**src/rtl/javk_membus.sv**
```systemverilog
// JAVK bus interface unit: one byte per request, routed to SRAM or the I/O page.
// SRAM accesses take a fixed wait-state count; I/O accesses wait for ack or time out.
module javk_membus #(
  parameter int unsigned WAIT_STATES = 2,
  parameter logic [7:0]  IO_PAGE     = 8'hFF,
  parameter int unsigned IO_TIMEOUT  = 15
) (
  input  logic        clk,
  input  logic        rst,
  input  logic        cpu_req,
  input  logic        cpu_rw,
  input  logic [15:0] cpu_addr,
  input  logic [7:0]  cpu_wdata,
  output logic [7:0]  cpu_rdata,
  output logic        cpu_ready,
  output logic        cpu_err,
  output logic        busy,
  output logic        mem_ce,
  output logic        mem_we,
  output logic [15:0] mem_addr,
  output logic [7:0]  mem_wdata,
  input  logic [7:0]  mem_rdata,
  output logic        io_stb,
  output logic        io_we,
  output logic [7:0]  io_addr,
  output logic [7:0]  io_wdata,
  input  logic [7:0]  io_rdata,
  input  logic        io_ack
);

  localparam logic [3:0] WS  = 4'(WAIT_STATES);
  localparam logic [7:0] TMO = 8'(IO_TIMEOUT);

  typedef enum logic [1:0] {
    IDLE,
    MEM_WAIT,
    IO_WAIT,
    DONE
  } state_t;

  state_t      state_q, state_d;
  logic [3:0]  cnt_q, cnt_d;
  logic [7:0]  tmo_q, tmo_d;
  logic        rw_q, rw_d;
  logic [7:0]  rdata_q, rdata_d;
  logic        ready_q, ready_d;
  logic        err_q, err_d;
  logic        busy_q, busy_d;
  logic        mce_q, mce_d;
  logic        mwe_q, mwe_d;
  logic [15:0] maddr_q, maddr_d;
  logic [7:0]  mwdata_q, mwdata_d;
  logic        stb_q, stb_d;
  logic        iowe_q, iowe_d;
  logic [7:0]  ioaddr_q, ioaddr_d;
  logic [7:0]  iowdata_q, iowdata_d;

  // Next-state and next-output computation for the access sequencer
  always_comb begin
    state_d   = state_q;
    cnt_d     = cnt_q;
    tmo_d     = tmo_q;
    rw_d      = rw_q;
    rdata_d   = rdata_q;
    ready_d   = 1'b0;
    err_d     = 1'b0;
    busy_d    = busy_q;
    mce_d     = mce_q;
    mwe_d     = mwe_q;
    maddr_d   = maddr_q;
    mwdata_d  = mwdata_q;
    stb_d     = stb_q;
    iowe_d    = iowe_q;
    ioaddr_d  = ioaddr_q;
    iowdata_d = iowdata_q;
    unique case (state_q)
      IDLE: begin
        if (cpu_req) begin
          rw_d   = cpu_rw;
          busy_d = 1'b1;
          if (cpu_addr[15:8] == IO_PAGE) begin
            state_d   = IO_WAIT;
            stb_d     = 1'b1;
            iowe_d    = cpu_rw;
            ioaddr_d  = cpu_addr[7:0];
            iowdata_d = cpu_wdata;
            tmo_d     = TMO;
          end else begin
            state_d  = MEM_WAIT;
            mce_d    = 1'b1;
            mwe_d    = cpu_rw;
            maddr_d  = cpu_addr;
            mwdata_d = cpu_wdata;
            cnt_d    = WS;
          end
        end
      end
      MEM_WAIT: begin
        if (cnt_q != 4'd0) begin
          cnt_d = cnt_q - 4'd1;
        end else begin
          state_d = DONE;
          mce_d   = 1'b0;
          mwe_d   = 1'b0;
          ready_d = 1'b1;
          if (!rw_q) rdata_d = mem_rdata;
        end
      end
      IO_WAIT: begin
        // ack takes priority over a timeout landing on the same edge
        if (io_ack) begin
          state_d = DONE;
          stb_d   = 1'b0;
          iowe_d  = 1'b0;
          ready_d = 1'b1;
          if (!rw_q) rdata_d = io_rdata;
        end else if (tmo_q == 8'd1) begin
          state_d = DONE;
          stb_d   = 1'b0;
          iowe_d  = 1'b0;
          ready_d = 1'b1;
          err_d   = 1'b1;
          if (!rw_q) rdata_d = 8'hFF;
        end else begin
          tmo_d = tmo_q - 8'd1;
        end
      end
      DONE: begin
        state_d = IDLE;
        busy_d  = 1'b0;
      end
      default: state_d = IDLE;
    endcase
  end

  // Register state and every output; async reset clears everything
  always_ff @(posedge clk or posedge rst) begin
    if (rst) begin
      state_q   <= IDLE;
      cnt_q     <= '0;
      tmo_q     <= '0;
      rw_q      <= 1'b0;
      rdata_q   <= '0;
      ready_q   <= 1'b0;
      err_q     <= 1'b0;
      busy_q    <= 1'b0;
      mce_q     <= 1'b0;
      mwe_q     <= 1'b0;
      maddr_q   <= '0;
      mwdata_q  <= '0;
      stb_q     <= 1'b0;
      iowe_q    <= 1'b0;
      ioaddr_q  <= '0;
      iowdata_q <= '0;
    end else begin
      state_q   <= state_d;
      cnt_q     <= cnt_d;
      tmo_q     <= tmo_d;
      rw_q      <= rw_d;
      rdata_q   <= rdata_d;
      ready_q   <= ready_d;
      err_q     <= err_d;
      busy_q    <= busy_d;
      mce_q     <= mce_d;
      mwe_q     <= mwe_d;
      maddr_q   <= maddr_d;
      mwdata_q  <= mwdata_d;
      stb_q     <= stb_d;
      iowe_q    <= iowe_d;
      ioaddr_q  <= ioaddr_d;
      iowdata_q <= iowdata_d;
    end
  end

  assign cpu_rdata = rdata_q;
  assign cpu_ready = ready_q;
  assign cpu_err   = err_q;
  assign busy      = busy_q;
  assign mem_ce    = mce_q;
  assign mem_we    = mwe_q;
  assign mem_addr  = maddr_q;
  assign mem_wdata = mwdata_q;
  assign io_stb    = stb_q;
  assign io_we     = iowe_q;
  assign io_addr   = ioaddr_q;
  assign io_wdata  = iowdata_q;

endmodule

```
**config.mk**
```make
export PLATFORM = sky130hd
export DESIGN_NAME = javk_membus
export DESIGN_NICKNAME = d
export VERILOG_FILES = /design/src/rtl/javk_membus.sv
export SDC_FILE = /design/constraint.sdc
export NUM_CORES = 1
export LEC_CHECK = 0
export ABC_AREA = 0
export CAP_MARGIN = 20
export CORE_ASPECT_RATIO = 0.5
export CORE_UTILIZATION = 30
export DETAILED_ROUTE_END_ITERATION = 10
export PLACE_DENSITY_LB_ADDON = 0.3
export SLEW_MARGIN = 5
export SYNTH_ARGS = -nofsm -noshare
export SYNTH_HDL_FRONTEND = slang
export SYNTH_SLANG_ARGS = --single-unit
```
**constraint.sdc**
```tcl
create_clock -name clk -period 2.9 [get_ports clk]
set_clock_uncertainty 0.05 [all_clocks]
set_input_delay 0.29 -clock clk [delete_from_list [all_inputs] [get_ports clk]]
set_output_delay 0.29 -clock clk [all_outputs]
set_load 0.03 [all_outputs]
```
# Yosys cells after proc, flatten, opt, wreduce, memory -nomap -nowiden
# Index checks and enable logic that the tools add are counted.
# classes
n_reduce_logical,16
muxes,45
bitwise_logic,1
eq_ne,15
addsub,2
# op_table
cell,count
2-to-1 mux 8 bit,10
one-hot mux 8 bit (2 select lines),2
inequality test 2 bit (second input constant),9
2-to-1 mux 1 bit,17
2-to-1 mux 4 bit,3
one-hot mux 1 bit (2 select lines),6
AND reduction 4 bit,3
2-to-1 mux 2 bit,5
AND reduction 5 bit,2
AND reduction 3 bit,3
equality test 8 x 1 -> 1 bit (second input constant),1
equality test 8 bit (second input constant),1
one-hot mux 2 bit (4 select lines),1
one-hot mux 4 bit (2 select lines),1
nonzero test 2 bit,4
subtractor 8 x 1 -> 8 bit (second input constant),1
equality test 2 bit (second input constant),2
AND reduction 2 bit,2
nonzero test 4 bit,1
subtractor 4 x 1 -> 4 bit (second input constant),1
inequality test 3 bit (second input constant),1
equality test 2 x 1 -> 1 bit (second input constant),1
zero test 2 bit,1
inverter 1 bit,1
# word_totals
regBits,70
output_inout_bits,55

# Depth between registers and ports, before layout
# depth
depth_word,4
ltp_mapped,9
ltp_nobuf,6

# Worst setup path before layout
# Ideal clock, no wire load.
# synth_timing
kind,register to register
startpoint,reg state_q[0]
endpoint,"reg ioaddr_q[0], in the netlist io_addr[0]"
setup_slack_ns,0.463
setup_ns,0.125
arrival_ns,2.262
path_stages_with_launch,8
path_buffers,2
path_cell_list,dfrtp_1 -> inv_1 -> ha_1 -> clkbuf_1 -> nand2_1 -> nor3_1 -> buf_2 -> mux2_2
# synth_via
elab_chain_len,2
# synth_lines
item,line,text
"start, declared",41,"state_t state_q, state_d;"
"start signal, assigned",156,state_q <= state_d;
zero test 2 bit,76,unique case (state_q)
AND reduction 3 bit (no line),-,
"end signal, assigned",170,ioaddr_q <= ioaddr_d;
"end, declared",55,"logic [7:0] ioaddr_q, ioaddr_d;"
# Every way passes these cells.
# A chain may end at the register's enable or synchronous reset.

# Worst setup path in the final report
# layout_timing
startpoint,reg state_q[0]
endpoint,reg tmo_q[5]
# layout_via
elab_chain_len,3
elab_cells_between_ends,9
cone_classes,eq/ne (5); mux (1); reduce/logical (3)
# layout_lines
item,line,text
equality test 2 bit or zero test 2 bit (tied branches),76,
inequality test 2 bit (no line) or nonzero test 2 bit (tied branches),-,
AND reduction 5 bit (no line),-,
"end signal, assigned",158,tmo_q <= tmo_d;
"end, declared",43,"logic [7:0] tmo_q, tmo_d;"
# Parallel ways exist; a longest one is shown, timed or not.

==> impl_metrics.py <==
metrics = {
    "status": {
        "status": "completed",
    },
    "drt": {
        "avgViaCountPerCell": 4.68,
        "wirelength_um": 7950,
        "drcViolationCount": 0,
        "final_antenna_net_count": 0,
        "vias": 2627,
        "first_pass_iters": 6,
        "drt_iter0_drc": 117,
        "routedWlPerCell_um": 14.2,
    },
    "final_layout": {
        "finalCoreUtilization_pct": 45.2,
        "drive_above_1_share_pct": 11.6,
        "antenna-diode-count": 0,
        "final_cells": 561,
        "area_growth_pct": 44.6,
        "fin_nets": 472,
    },
    "logic_synthesis": {
        "synthDistinctLibCells": 50,
        "async_flop_share_pct": 100,
        "syn_area_per_cell_sq_um": 10.2,
        "seq_area_frac_synth_pct": 54.3,
        "synthXorXnorAreaFrac_pct": 0,
        "synth_edf_count": 0,
        "ys_seq_elements": 70,
        "synthCells": 315,
        "synth_adder_area_share_pct": 3.10,
        "synth-simple-area-share_pct": 17.8,
        "synth_top_family_by_area": "simple AND/OR/NAND/NOR gates",
        "synth-main-ff-cell": "dfrtp_1",
        "synth-compound-area-share_pct": 10.6,
        "synth_fp_nets": 368,
        "ys.warnings.count": 0,
        "syn_area_sq_um": 3230,
        "yosys-mux-area-fraction_pct": 9.74,
    },
    "clocking": {
        "cts_max_level": 3,
        "clock_path_buffers": 2,
        "cts-buffers-inserted": 9,
        "post_cts_buffers": 0,
        "cts-root-buf": "clkbuf_16",
        "clkSlewWorstSetupHoldPaths_ps": 50,
        "postCtsHoldBufs": 0,
        "cts-resized-gates": 0,
        "cts_tree": "yes",
        "clock_sinks": 70,
        "insertion_delay_ps": 320,
    },
    "pwr": {
        "pwr-share-comb_pct": 45.5,
        "irDropWorstVdd_uv": 338,
        "p_leak_nw": 2.16,
        "switching_share_pct": 39.3,
        "p_sw_mw": 1.74,
        "pwr-share-clk_pct": 21.0,
        "seqPwrFrac_pct": 33.4,
        "internal-power_mw": 2.69,
        "pwr_density_cell_nw_per_um2": 950,
    },
    "floorplanning": {
        "fp.coreArea_sq_um": 10300,
        "ios": 100,
        "rows": 26,
        "start_util_pct": 31.3,
        "die_area_sq_um": 11200,
        "die_h_um": 75.3,
        "dieWidth_um": 149,
    },
    "sta": {
        "finalSetupTns_ps": 0,
        "tightest_slew_ps": 646,
        "max_slew_margin_pct": 56.9,
        "setup_viol": 0,
        "rsz0062_at_grt": "false",
        "timing.final.crit_period_ps": 2480,
        "drv_slew": 0,
        "period_share_pct": 85.6,
        "hold_viol": 0,
        "fmax_mhz": 403,
    },
    "global_route": {
        "overflow": 0,
        "antenna_found_initial": 0,
        "grt_usage_pct": 14.8,
        "grt_max_degree": 31,
        "grt_pass1_vias": 2508,
        "grt_pass1_wl_um": 12500,
    },
    "worst_hold_path": {
        "hold_class": "in -> async",
    },
    "worst_setup_path": {
        "cp.required_ps": 3050,
        "cp-end-kind": "flip-flop",
        "crit_arrival_ps": 2630,
        "critPathLaunchType": "flip-flop",
        "reg2regPathDepth": 6,
        "crit_type": "reg -> reg",
        "cp_max_fo": 14,
    },
    "placement": {
        "placed_cells": 548,
        "portBuffers": 99,
        "globalplace.congestion": 0.800,
        "hpwl_um": 5810,
    },
    "flow_run": {
        "drv_cap": 0,
    },
}
[through the flow]
stage               worst slack (ps)  instance area (sq um)  hold slack, ps  total power [mW]
finish                           418                   4660             323              4.43
global route                     262                   4660             405              4.72
CTS                              446                   4660             343              4.49
detailed placement               478                   4420             411              3.53
global placement                 539                   4420             406              3.51
floorplan                        463                   3230             345              2.72
[kinds of logic after synthesis]
| kind of cell | after synthesis |
|---|---|
| mux | 29 |
| flops | 70 |
| fa+ha+maj | 8 |
| buf+inv | 36 |
| compound gates | 49 |
| simple gates | 123 |
[flip-flops by register name, summed over array words and instances, names as in the netlist, 2 cells and up]
signal	cells
mem_addr	16
cpu_rdata	8
io_addr	8
io_wdata	8
mem_wdata	8
tmo_q	8
cnt_q	4
state_q	2
[worst paths after layout]
check,start,end,slack (ps)
max in group asynchronous,rst,mem_wdata[3],1760
min,rst,mem_addr[14],320
max,state_q[0],tmo_q[5],420
min reg2reg,mem_wdata[3],mem_wdata[3],420
max reg2reg,state_q[0],tmo_q[5],420
min in group clk,mem_wdata[3],mem_wdata[3],420
[metal layers]
metal / GRT usage, % / vias up / share of wire [%]
li1: - / 1296 / -
met1: 18.6 / 1284 / 46
met2: 24.9 / 38 / 49
met3: 5.09 / 9 / 3.6
met4: 4.12 / 0 / 1.0
met5: 0 / - / 0
[worst max-delay path: stages (launching register included)]
cell	delay, ps
dfrtp_1	400
inv_1	90
ha_1	480
or4bb_2	630
o21ai_0	440
or4_1	190
a21oi_1	60
[synth_stat cells, drive strengths merged (2+ instances only)]
| library cell | number | area, sq um |
|---|---|---|
| a21o | 2 | 15.0 |
| nand2 | 80 | 300 |
| nand3b | 2 | 15.0 |
| buf | 6 | 31.3 |
| and3 | 2 | 13.8 |
| or3 | 2 | 12.5 |
| nor3 | 3 | 15.0 |
| o21ai | 8 | 40.0 |
| mux2i | 10 | 100 |
| nor2 | 10 | 37.5 |
| nand4 | 3 | 18.8 |
| clkbuf | 10 | 37.5 |
| nand3 | 4 | 20.0 |
| o31ai | 2 | 15.0 |
| ha | 8 | 100 |
| a31oi | 3 | 18.8 |
| mux2 | 19 | 214 |
| inv | 20 | 75.1 |
| o2111ai | 3 | 26.3 |
| dfrtp | 70 | 1750 |
| or4 | 5 | 41.3 |
| o22ai | 8 | 50.1 |
| o211ai | 2 | 15.0 |
| a21oi | 9 | 45.0 |
| and4 | 4 | 35.0 |
[area by class of cell]
class                           count  area, sq um
Inverter                           20         75.1
Clock inverter                      3         15.0
Timing Repair Buffer              109         1080
Multi-Input combinational cell    209         1340
Tap cell                          140          175
Fill cell                         967         5650
Clock buffer                       10          229
Sequential cell                    70         1750
[power by group through the flow]
stage / sequential, mW / clock [mW] / combinational, mW
2_1_floorplan: 1.94 / 0 / 0.779
3_3_place_gp: 1.49 / 0 / 2.02
3_5_place_dp: 1.50 / 0 / 2.03
4_1_cts: 1.48 / 0.966 / 2.04
5_1_grt: 1.52 / 1.00 / 2.20
6_report: 1.48 / 0.931 / 2.02
[cell usage in the layout, fill, tap and decap left out, drive strengths merged, types with 4 or more instances in the layout]
master         Yosys  layout
clkdlybuf4s50      0      99
buf                6      10
mux2              19      19
nand2             80      80
or4                5       5
dfrtp             70      70
o21ai              8       8
nand3              4       4
and4               4       4
o22ai              8       8
inv               20      20
mux2i             10      10
a21oi              9       9
ha                 8       8
nor2              10      10
clkbuf            10      10
No activity file was read; power rests on OpenSTA's default activity.
